### src/rtl/mem_access_unit_if.sv
// mem_access_unit_if: CPU request/result and Avalon-MM bus signals of the
// load/store unit. The "master" modport is the load/store unit itself (it
// masters the Avalon bus and produces the result). The "slave" modport is
// the surrounding CPU pipeline and memory.
interface mem_access_unit_if;
   logic        start;
   logic [5:0]  opcode;
   logic [31:0] base;
   logic [31:0] offset;
   logic [31:0] rt_value;
   logic        busy;
   logic        done;
   logic [31:0] load_data;
   logic        addr_error;
   logic [31:0] avm_address;
   logic        avm_read;
   logic        avm_write;
   logic [31:0] avm_writedata;
   logic [3:0]  avm_byteenable;
   logic        avm_waitrequest;
   logic [31:0] avm_readdata;

   modport master (
      input  start, opcode, base, offset, rt_value, avm_waitrequest, avm_readdata,
      output busy, done, load_data, addr_error,
      output avm_address, avm_read, avm_write, avm_writedata, avm_byteenable
   );

   modport slave (
      output start, opcode, base, offset, rt_value, avm_waitrequest, avm_readdata,
      input  busy, done, load_data, addr_error,
      input  avm_address, avm_read, avm_write, avm_writedata, avm_byteenable
   );
endinterface

### src/rtl/mem_access_unit.sv
// mem_access_unit: MIPS load/store unit. It forms ea = base + offset, runs one
// Avalon-MM read or write, and returns the aligned and extended load result,
// with LWL/LWR merged into the old rt value. All outputs are registered.
// Optional macro MEM_ACCESS_ALIGN_CHECK_EN: flag misaligned LW/SW/LH/LHU/SH
// and complete them without a bus cycle. When the macro is undefined, half
// accesses use ea[1] only and word accesses ignore ea[1:0].
module mem_access_unit (
   input  logic              clk,
   input  logic              reset,
   mem_access_unit_if.master bus
);
   localparam logic [5:0] OPCODE_LB  = 6'h20;
   localparam logic [5:0] OPCODE_LH  = 6'h21;
   localparam logic [5:0] OPCODE_LWL = 6'h22;
   localparam logic [5:0] OPCODE_LW  = 6'h23;
   localparam logic [5:0] OPCODE_LBU = 6'h24;
   localparam logic [5:0] OPCODE_LHU = 6'h25;
   localparam logic [5:0] OPCODE_LWR = 6'h26;
   localparam logic [5:0] OPCODE_SB  = 6'h28;
   localparam logic [5:0] OPCODE_SH  = 6'h29;
   localparam logic [5:0] OPCODE_SW  = 6'h2B;

   typedef enum logic [1:0] {ST_IDLE = 2'd0, ST_REQ = 2'd1, ST_RESP = 2'd2} state_t;

   function automatic logic is_legal(input logic [5:0] op);
      case (op)
         OPCODE_LB, OPCODE_LBU, OPCODE_LH, OPCODE_LHU, OPCODE_LW,
         OPCODE_LWL, OPCODE_LWR, OPCODE_SB, OPCODE_SH, OPCODE_SW: is_legal = 1'b1;
         default:                                                 is_legal = 1'b0;
      endcase
   endfunction

   function automatic logic is_load(input logic [5:0] op);
      case (op)
         OPCODE_LB, OPCODE_LBU, OPCODE_LH, OPCODE_LHU,
         OPCODE_LW, OPCODE_LWL, OPCODE_LWR: is_load = 1'b1;
         default:                           is_load = 1'b0;
      endcase
   endfunction

   // Half accesses always sit on lane 0 or 2; ea[0] is either flagged or ignored.
   function automatic logic [3:0] lane_be(input logic [5:0] op, input logic [1:0] k);
      case (op)
         OPCODE_LB, OPCODE_LBU, OPCODE_SB: lane_be = 4'b0001 << k;
         OPCODE_LH, OPCODE_LHU, OPCODE_SH: lane_be = 4'b0011 << {k[1], 1'b0};
         default:                          lane_be = 4'b1111;
      endcase
   endfunction

   function automatic logic [31:0] lane_wdata(input logic [5:0] op, input logic [1:0] k,
                                              input logic [31:0] rt);
      case (op)
         OPCODE_SB: lane_wdata = {24'd0, rt[7:0]} << {k, 3'b000};
         OPCODE_SH: lane_wdata = {16'd0, rt[15:0]} << {k[1], 4'b0000};
         OPCODE_SW: lane_wdata = rt;
         default:   lane_wdata = 32'd0;
      endcase
   endfunction

   function automatic logic [31:0] format_load(input logic [5:0] op, input logic [1:0] k,
                                               input logic [31:0] rd, input logic [31:0] rt);
      logic [7:0]  d_b;
      logic [15:0] d_h;
      logic [4:0]  sh_l;
      d_b  = 8'(rd >> {k, 3'b000});
      d_h  = 16'(rd >> {k[1], 4'b0000});
      sh_l = {2'd3 - k, 3'b000};
      case (op)
         OPCODE_LB:  format_load = {{24{d_b[7]}}, d_b};
         OPCODE_LBU: format_load = {24'd0, d_b};
         OPCODE_LH:  format_load = {{16{d_h[15]}}, d_h};
         OPCODE_LHU: format_load = {16'd0, d_h};
         OPCODE_LWL: format_load = (rd << sh_l) | (rt & ~(32'hFFFF_FFFF << sh_l));
         OPCODE_LWR: format_load = (rd >> {k, 3'b000}) | (rt & ~(32'hFFFF_FFFF >> {k, 3'b000}));
         OPCODE_LW:  format_load = rd;
         default:    format_load = 32'd0;
      endcase
   endfunction

   state_t      state_q, state_d;
   logic [5:0]  op_q, op_d;
   logic [1:0]  k_q, k_d;
   logic [31:0] rt_q, rt_d;
   logic        busy_q, busy_d;
   logic        done_q, done_d;
   logic [31:0] load_data_q, load_data_d;
   logic        addr_error_q, addr_error_d;
   logic [31:0] avm_address_q, avm_address_d;
   logic        avm_read_q, avm_read_d;
   logic        avm_write_q, avm_write_d;
   logic [31:0] avm_writedata_q, avm_writedata_d;
   logic [3:0]  avm_byteenable_q, avm_byteenable_d;

   logic [31:0] ea_s;
   logic [1:0]  k_s;
   logic        accept_s;
   logic        misalign_s;

   assign ea_s     = bus.base + bus.offset;
   assign k_s      = ea_s[1:0];
   assign accept_s = (state_q == ST_IDLE) && bus.start && is_legal(bus.opcode);

`ifdef MEM_ACCESS_ALIGN_CHECK_EN
   // Classify the incoming request as misaligned from its opcode and ea[1:0].
   always_comb begin
      case (bus.opcode)
         OPCODE_LW, OPCODE_SW:              misalign_s = (k_s != 2'b00);
         OPCODE_LH, OPCODE_LHU, OPCODE_SH:  misalign_s = k_s[0];
         default:                           misalign_s = 1'b0;
      endcase
   end
`else
   assign misalign_s = 1'b0;
`endif

   // State and registered outputs; reset aborts any access in flight.
   always_ff @(posedge clk) begin
      if (reset) begin
         state_q          <= ST_IDLE;
         op_q             <= 6'd0;
         k_q              <= 2'd0;
         rt_q             <= 32'd0;
         busy_q           <= 1'b0;
         done_q           <= 1'b0;
         load_data_q      <= 32'd0;
         addr_error_q     <= 1'b0;
         avm_address_q    <= 32'd0;
         avm_read_q       <= 1'b0;
         avm_write_q      <= 1'b0;
         avm_writedata_q  <= 32'd0;
         avm_byteenable_q <= 4'd0;
      end else begin
         state_q          <= state_d;
         op_q             <= op_d;
         k_q              <= k_d;
         rt_q             <= rt_d;
         busy_q           <= busy_d;
         done_q           <= done_d;
         load_data_q      <= load_data_d;
         addr_error_q     <= addr_error_d;
         avm_address_q    <= avm_address_d;
         avm_read_q       <= avm_read_d;
         avm_write_q      <= avm_write_d;
         avm_writedata_q  <= avm_writedata_d;
         avm_byteenable_q <= avm_byteenable_d;
      end
   end

   // Next-state: accept in IDLE, wait out the slave stall in REQ, one RESP cycle.
   always_comb begin
      state_d = state_q;
      case (state_q)
         ST_IDLE: begin
            if (accept_s) begin
               state_d = misalign_s ? ST_RESP : ST_REQ;
            end else begin
               state_d = ST_IDLE;
            end
         end
         ST_REQ: begin
            if (bus.avm_waitrequest) begin
               state_d = ST_REQ;
            end else begin
               state_d = ST_RESP;
            end
         end
         ST_RESP: state_d = ST_IDLE;
         default: state_d = ST_IDLE;
      endcase
   end

   // Output next-values: bus strobes live only in REQ, result is held until next RESP.
   always_comb begin
      op_d             = op_q;
      k_d              = k_q;
      rt_d             = rt_q;
      busy_d           = (state_d != ST_IDLE);
      done_d           = (state_d == ST_RESP);
      load_data_d      = load_data_q;
      addr_error_d     = addr_error_q;
      avm_address_d    = 32'd0;
      avm_read_d       = 1'b0;
      avm_write_d      = 1'b0;
      avm_writedata_d  = 32'd0;
      avm_byteenable_d = 4'd0;
      case (state_q)
         ST_IDLE: begin
            if (accept_s) begin
               op_d = bus.opcode;
               k_d  = k_s;
               rt_d = bus.rt_value;
               if (misalign_s) begin
                  load_data_d  = 32'd0;
                  addr_error_d = 1'b1;
               end else begin
                  avm_address_d    = {ea_s[31:2], 2'b00};
                  avm_read_d       = is_load(bus.opcode);
                  avm_write_d      = ~is_load(bus.opcode);
                  avm_writedata_d  = lane_wdata(bus.opcode, k_s, bus.rt_value);
                  avm_byteenable_d = lane_be(bus.opcode, k_s);
               end
            end else begin
               op_d = op_q;
            end
         end
         ST_REQ: begin
            if (bus.avm_waitrequest) begin
               avm_address_d    = avm_address_q;
               avm_read_d       = avm_read_q;
               avm_write_d      = avm_write_q;
               avm_writedata_d  = avm_writedata_q;
               avm_byteenable_d = avm_byteenable_q;
            end else begin
               load_data_d  = is_load(op_q) ? format_load(op_q, k_q, bus.avm_readdata, rt_q) : 32'd0;
               addr_error_d = 1'b0;
            end
         end
         ST_RESP: op_d = op_q;
         default: op_d = op_q;
      endcase
   end

   assign bus.busy           = busy_q;
   assign bus.done           = done_q;
   assign bus.load_data      = load_data_q;
   assign bus.addr_error     = addr_error_q;
   assign bus.avm_address    = avm_address_q;
   assign bus.avm_read       = avm_read_q;
   assign bus.avm_write      = avm_write_q;
   assign bus.avm_writedata  = avm_writedata_q;
   assign bus.avm_byteenable = avm_byteenable_q;
endmodule

### src/flat_wrapper.sv
// flat-port wrapper written by rule: the top's interface ports become plain ports
module mem_access_unit_flat 
  (clk, reset, bus_start, bus_opcode, bus_base, bus_offset, bus_rt_value, bus_avm_waitrequest, bus_avm_readdata, bus_busy, bus_done, bus_load_data, bus_addr_error, bus_avm_address, bus_avm_read, bus_avm_write, bus_avm_writedata, bus_avm_byteenable);
  mem_access_unit_if bus_i ();
  input  logic clk;
  input  logic reset;
  input wire logic [$bits(bus_i.start)-1:0] bus_start;
  input wire logic [$bits(bus_i.opcode)-1:0] bus_opcode;
  input wire logic [$bits(bus_i.base)-1:0] bus_base;
  input wire logic [$bits(bus_i.offset)-1:0] bus_offset;
  input wire logic [$bits(bus_i.rt_value)-1:0] bus_rt_value;
  input wire logic [$bits(bus_i.avm_waitrequest)-1:0] bus_avm_waitrequest;
  input wire logic [$bits(bus_i.avm_readdata)-1:0] bus_avm_readdata;
  output wire logic [$bits(bus_i.busy)-1:0] bus_busy;
  output wire logic [$bits(bus_i.done)-1:0] bus_done;
  output wire logic [$bits(bus_i.load_data)-1:0] bus_load_data;
  output wire logic [$bits(bus_i.addr_error)-1:0] bus_addr_error;
  output wire logic [$bits(bus_i.avm_address)-1:0] bus_avm_address;
  output wire logic [$bits(bus_i.avm_read)-1:0] bus_avm_read;
  output wire logic [$bits(bus_i.avm_write)-1:0] bus_avm_write;
  output wire logic [$bits(bus_i.avm_writedata)-1:0] bus_avm_writedata;
  output wire logic [$bits(bus_i.avm_byteenable)-1:0] bus_avm_byteenable;
  assign bus_i.start = bus_start;
  assign bus_i.opcode = bus_opcode;
  assign bus_i.base = bus_base;
  assign bus_i.offset = bus_offset;
  assign bus_i.rt_value = bus_rt_value;
  assign bus_i.avm_waitrequest = bus_avm_waitrequest;
  assign bus_i.avm_readdata = bus_avm_readdata;
  assign bus_busy = bus_i.busy;
  assign bus_done = bus_i.done;
  assign bus_load_data = bus_i.load_data;
  assign bus_addr_error = bus_i.addr_error;
  assign bus_avm_address = bus_i.avm_address;
  assign bus_avm_read = bus_i.avm_read;
  assign bus_avm_write = bus_i.avm_write;
  assign bus_avm_writedata = bus_i.avm_writedata;
  assign bus_avm_byteenable = bus_i.avm_byteenable;
  mem_access_unit u_core (.clk(clk), .reset(reset), .bus(bus_i));
endmodule
### config.mk
export PLATFORM = sky130hd
export DESIGN_NAME = mem_access_unit_flat
export DESIGN_NICKNAME = d
export VERILOG_FILES = /design/src/rtl/mem_access_unit_if.sv /design/src/rtl/mem_access_unit.sv /design/src/flat_wrapper.sv
export SDC_FILE = /design/constraint.sdc
export NUM_CORES = 1
export LEC_CHECK = 0
export CORE_UTILIZATION = 44
export CTS_CLUSTER_SIZE = 16
export DETAILED_ROUTE_END_ITERATION = 8
export PLACE_DENSITY = 0.73
export SLEW_MARGIN = 30
export SYNTH_ARGS = -nofsm -noshare
export SYNTH_HDL_FRONTEND = slang
export SYNTH_SLANG_ARGS = --single-unit
### constraint.sdc
create_clock -name clk -period 2.9 [get_ports clk]
set_input_delay 0.87 -clock clk [delete_from_list [all_inputs] [get_ports clk]]
set_output_delay 0.87 -clock clk [all_outputs]
set_load 0.01 [all_outputs]
==> run metrics <==
Num CTS Buffers 17; Top FF cell, synth dfxtp_1; port bufs 239; pwr/cell area 416 mW/mm²; yosys warns 0; Setup crit start kind input port; DRC errors left 0; TNS Setup -0.0150 ns; start of the worst register-to-register path u_core.op_q[3]; Via Count 9,856; final non-filler cell total 1,729; antenna violations before repair 2; Post-Place Cells 1,691; Ports 243; Die Y 143 µm; outcome complete, but fails checks; drt pass-1 iters 7; drt wl/cell 18.2 µm; setup ws final -0.0150 ns; Synth area leaders dfxtp_1, a21oi_1, nand2_1; die width 143 µm; R2R depth 8; H-Tree Depth 4; clk sinks 144; worst path required time 3.27 ns; final net count 1,619; synthesized area per cell 7.71 µm²; CTS root buf clkbuf_16; headroom to the max-slew limit 54.1%; Post-synth ARST share 0%; endpoints failing setup 1; Post-Route Skew 0.00863 ns; Crit Reg-Reg Endpoint u_core.bus.load_data[24]; commonest cells after routing, fill and taps aside clkdlybuf4s50_1, nand2_1, dfxtp_1, buf_4, a21oi_1; DR iter-0 viols 899; fin. max-slew vios 0; Via density 5.70; Post-synth EDFFs 0; WHS Path Cells 2; flops & latches, synth 144; Syn Std Cell Area 0.00870 mm²; DP HPWL 23,100 µm; row count 51; core box area 0.0194 mm²; number of global-route vias before repair 9,270; Period Utilization, post-route 101%; failing checks negative setup slack; first-pass GRT wire length 48,200 µm; pin count of the biggest net entering global routing 73; routability cong. 0.957; Slew @ Worst Pin 0.684 ns; post-synth top area share 33.2%; crit end category register; Max Root-Sink Buffers 2; Worst Path Max Fanout 4; Max Fclk 343 MHz; DRT Wirelength 31,500 µm; aggregate global routing overflow 0; CTS tree done; sink of the worst hold path u_core.bus.avm_address[27]; Cells after Synth 1,128; leading area contributor after synthesis dfxtp_1; hold path start u_core.bus.avm_address[27]; share of layout cells above drive strength 1 16.6%; ANT nets after route 0; commonest non-fill, non-tap cell in the layout clkdlybuf4s50_1; reg2reg setup slack 0.75 ns; Hold Path Class reg -> reg; pre-CTS setup slack -0.608 ns; Total GRT Usage 30.4%; Netlist cell types 72; Final min period 2.91 ns; max-cap violation count 0; Leak 4.80 nW; sequential area share after synthesis 33.2%; Crit Path Class in -> reg; CP arrival 3.29 ns; Hold Fails Final Rpt 0; Starting Density 44.8%; Die ar. 0.0203 mm²; CTS clk-pin slew, worst paths 0.07 ns; Layout area overhead 50.3%; VDD IR max 0.394 mV; Worst-Skew Late Latency 0.43 ns
-- where the power goes --
group	leakage (nW)	switching, mW	internal, mW	total, mW
logic	3.36	0.583	0.607	1.19
registers	1.16	0.0289	2.00	2.03
clock network	0.282	0.976	1.24	2.21
total	4.80	1.59	3.85	5.44
-- registers in the layout, summed over array words and instances, names as in the netlist, 2 cells and up --
register	cells
u_core.rt_q	32
u_core.bus.avm_writedata	32
u_core.op_q	6
u_core.bus.avm_byteenable	4
u_core.k_q	2
u_core.bus.avm_address	30
u_core.bus.load_data	32
u_core.state_q	2
-- per-stage QoR --
step	utilization (%)	hold slack, ns	instance area, µm²	total power [mW]
after floorplan	-	0.436	8700	2.60
after global placement	62.7	0.438	12200	3.16
after detailed placement	62.8	0.446	12200	3.17
after CTS	66.2	0.461	12800	5.39
after global routing	67.4	0.493	13100	5.64
final	67.4	0.458	13100	5.44
-- critical path, stage by stage --
cell             delay (ns)
clkdlybuf4s50_1        0.43
ha_1                   0.35
a21o_1                 0.25
o2111ai_4              0.30
o21ai_4                0.13
a31oi_4                0.23
o21ai_2                0.11
or4_4                  0.55
nand3_2                0.07
-- Yosys cell counts (2+ instances only) --
cell      count
nor3b_1       3
nand3_1       9
inv_1        11
o31ai_1       3
nand2_1     166
buf_4         7
clkbuf_1     46
nand4_1       7
a211oi_2      2
a32oi_1       2
o21ai_0      68
a221oi_1      2
o21ai_1      12
nor2_1      133
and2b_1       2
nor3b_2       2
buf_1         5
nor2b_1       9
a21oi_2       4
a21oi_1     138
a222oi_1     14
o211ai_1     13
xnor2_1      14
o41ai_1       2
o22ai_1       9
mux2i_1      42
and3_1        7
a22oi_1      64
a211oi_1      5
nor3_1       10
clkbuf_2      2
o21a_1        2
nand3b_1      2
a21o_1        6
a22o_1       16
xor2_1       13
ha_1         31
a31oi_1      23
buf_2        23
nand2b_1     10
mux2_2       15
dfxtp_1     144
-- final cells by class --
type	count	area [µm²]
flip-flops and latches	144	2890
clock inverters	14	151
repair buffers	384	3580
clock buffers	18	439
well taps	265	332
inverters	11	41.3
multi-input cells	891	5640
diodes	2	5.00
fillers	1635	6330
-- repair_timing --
action,in CTS,in global routing
setup buffers,1,4
pin swaps,11,22
resized for setup,10,42
setup endpoints to repair,6,17
hold buffers,0,0
-- worst max-delay path by stage --
stage	start	end	slack, ns	cells after the start
2_1_floorplan	bus_offset[0]	u_core.bus.avm_address[30]	0.02	11
3_3_place_gp	bus_offset[0]	u_core.bus.avm_writedata[22]	-0.59	8
3_5_place_dp	bus_offset[0]	u_core.bus.avm_address[26]	-0.61	12
4_1_cts	bus_offset[1]	u_core.bus.avm_address[31]	-0.03	11
5_1_grt	bus_offset[6]	u_core.bus.avm_address[31]	-0.03	9
6_report	bus_offset[6]	u_core.bus.avm_address[31]	-0.01	9
-- routing by layer --
layer  global-route usage [%]  vias up  part of all wire, %
met2                     50.9      431                   48
met4                     12.7        0                  3.3
met3                     6.80       65                  8.0
li1                         -     4735                    -
met1                     37.6     4625                   41
met5                        0        -                    0
-- logic make-up after synthesis --
group	synth area share, %
buffers and inverters	4.85
flip-flops	33.2
XOR/XNOR	2.72
AO/OA/AOI/OAI	29.3
AND/OR/NAND/NOR	18.4
other	0.0431
multiplexers	6.91
adder cells (fa/ha/maj)	4.69
(Power assumes the default switching activity.)
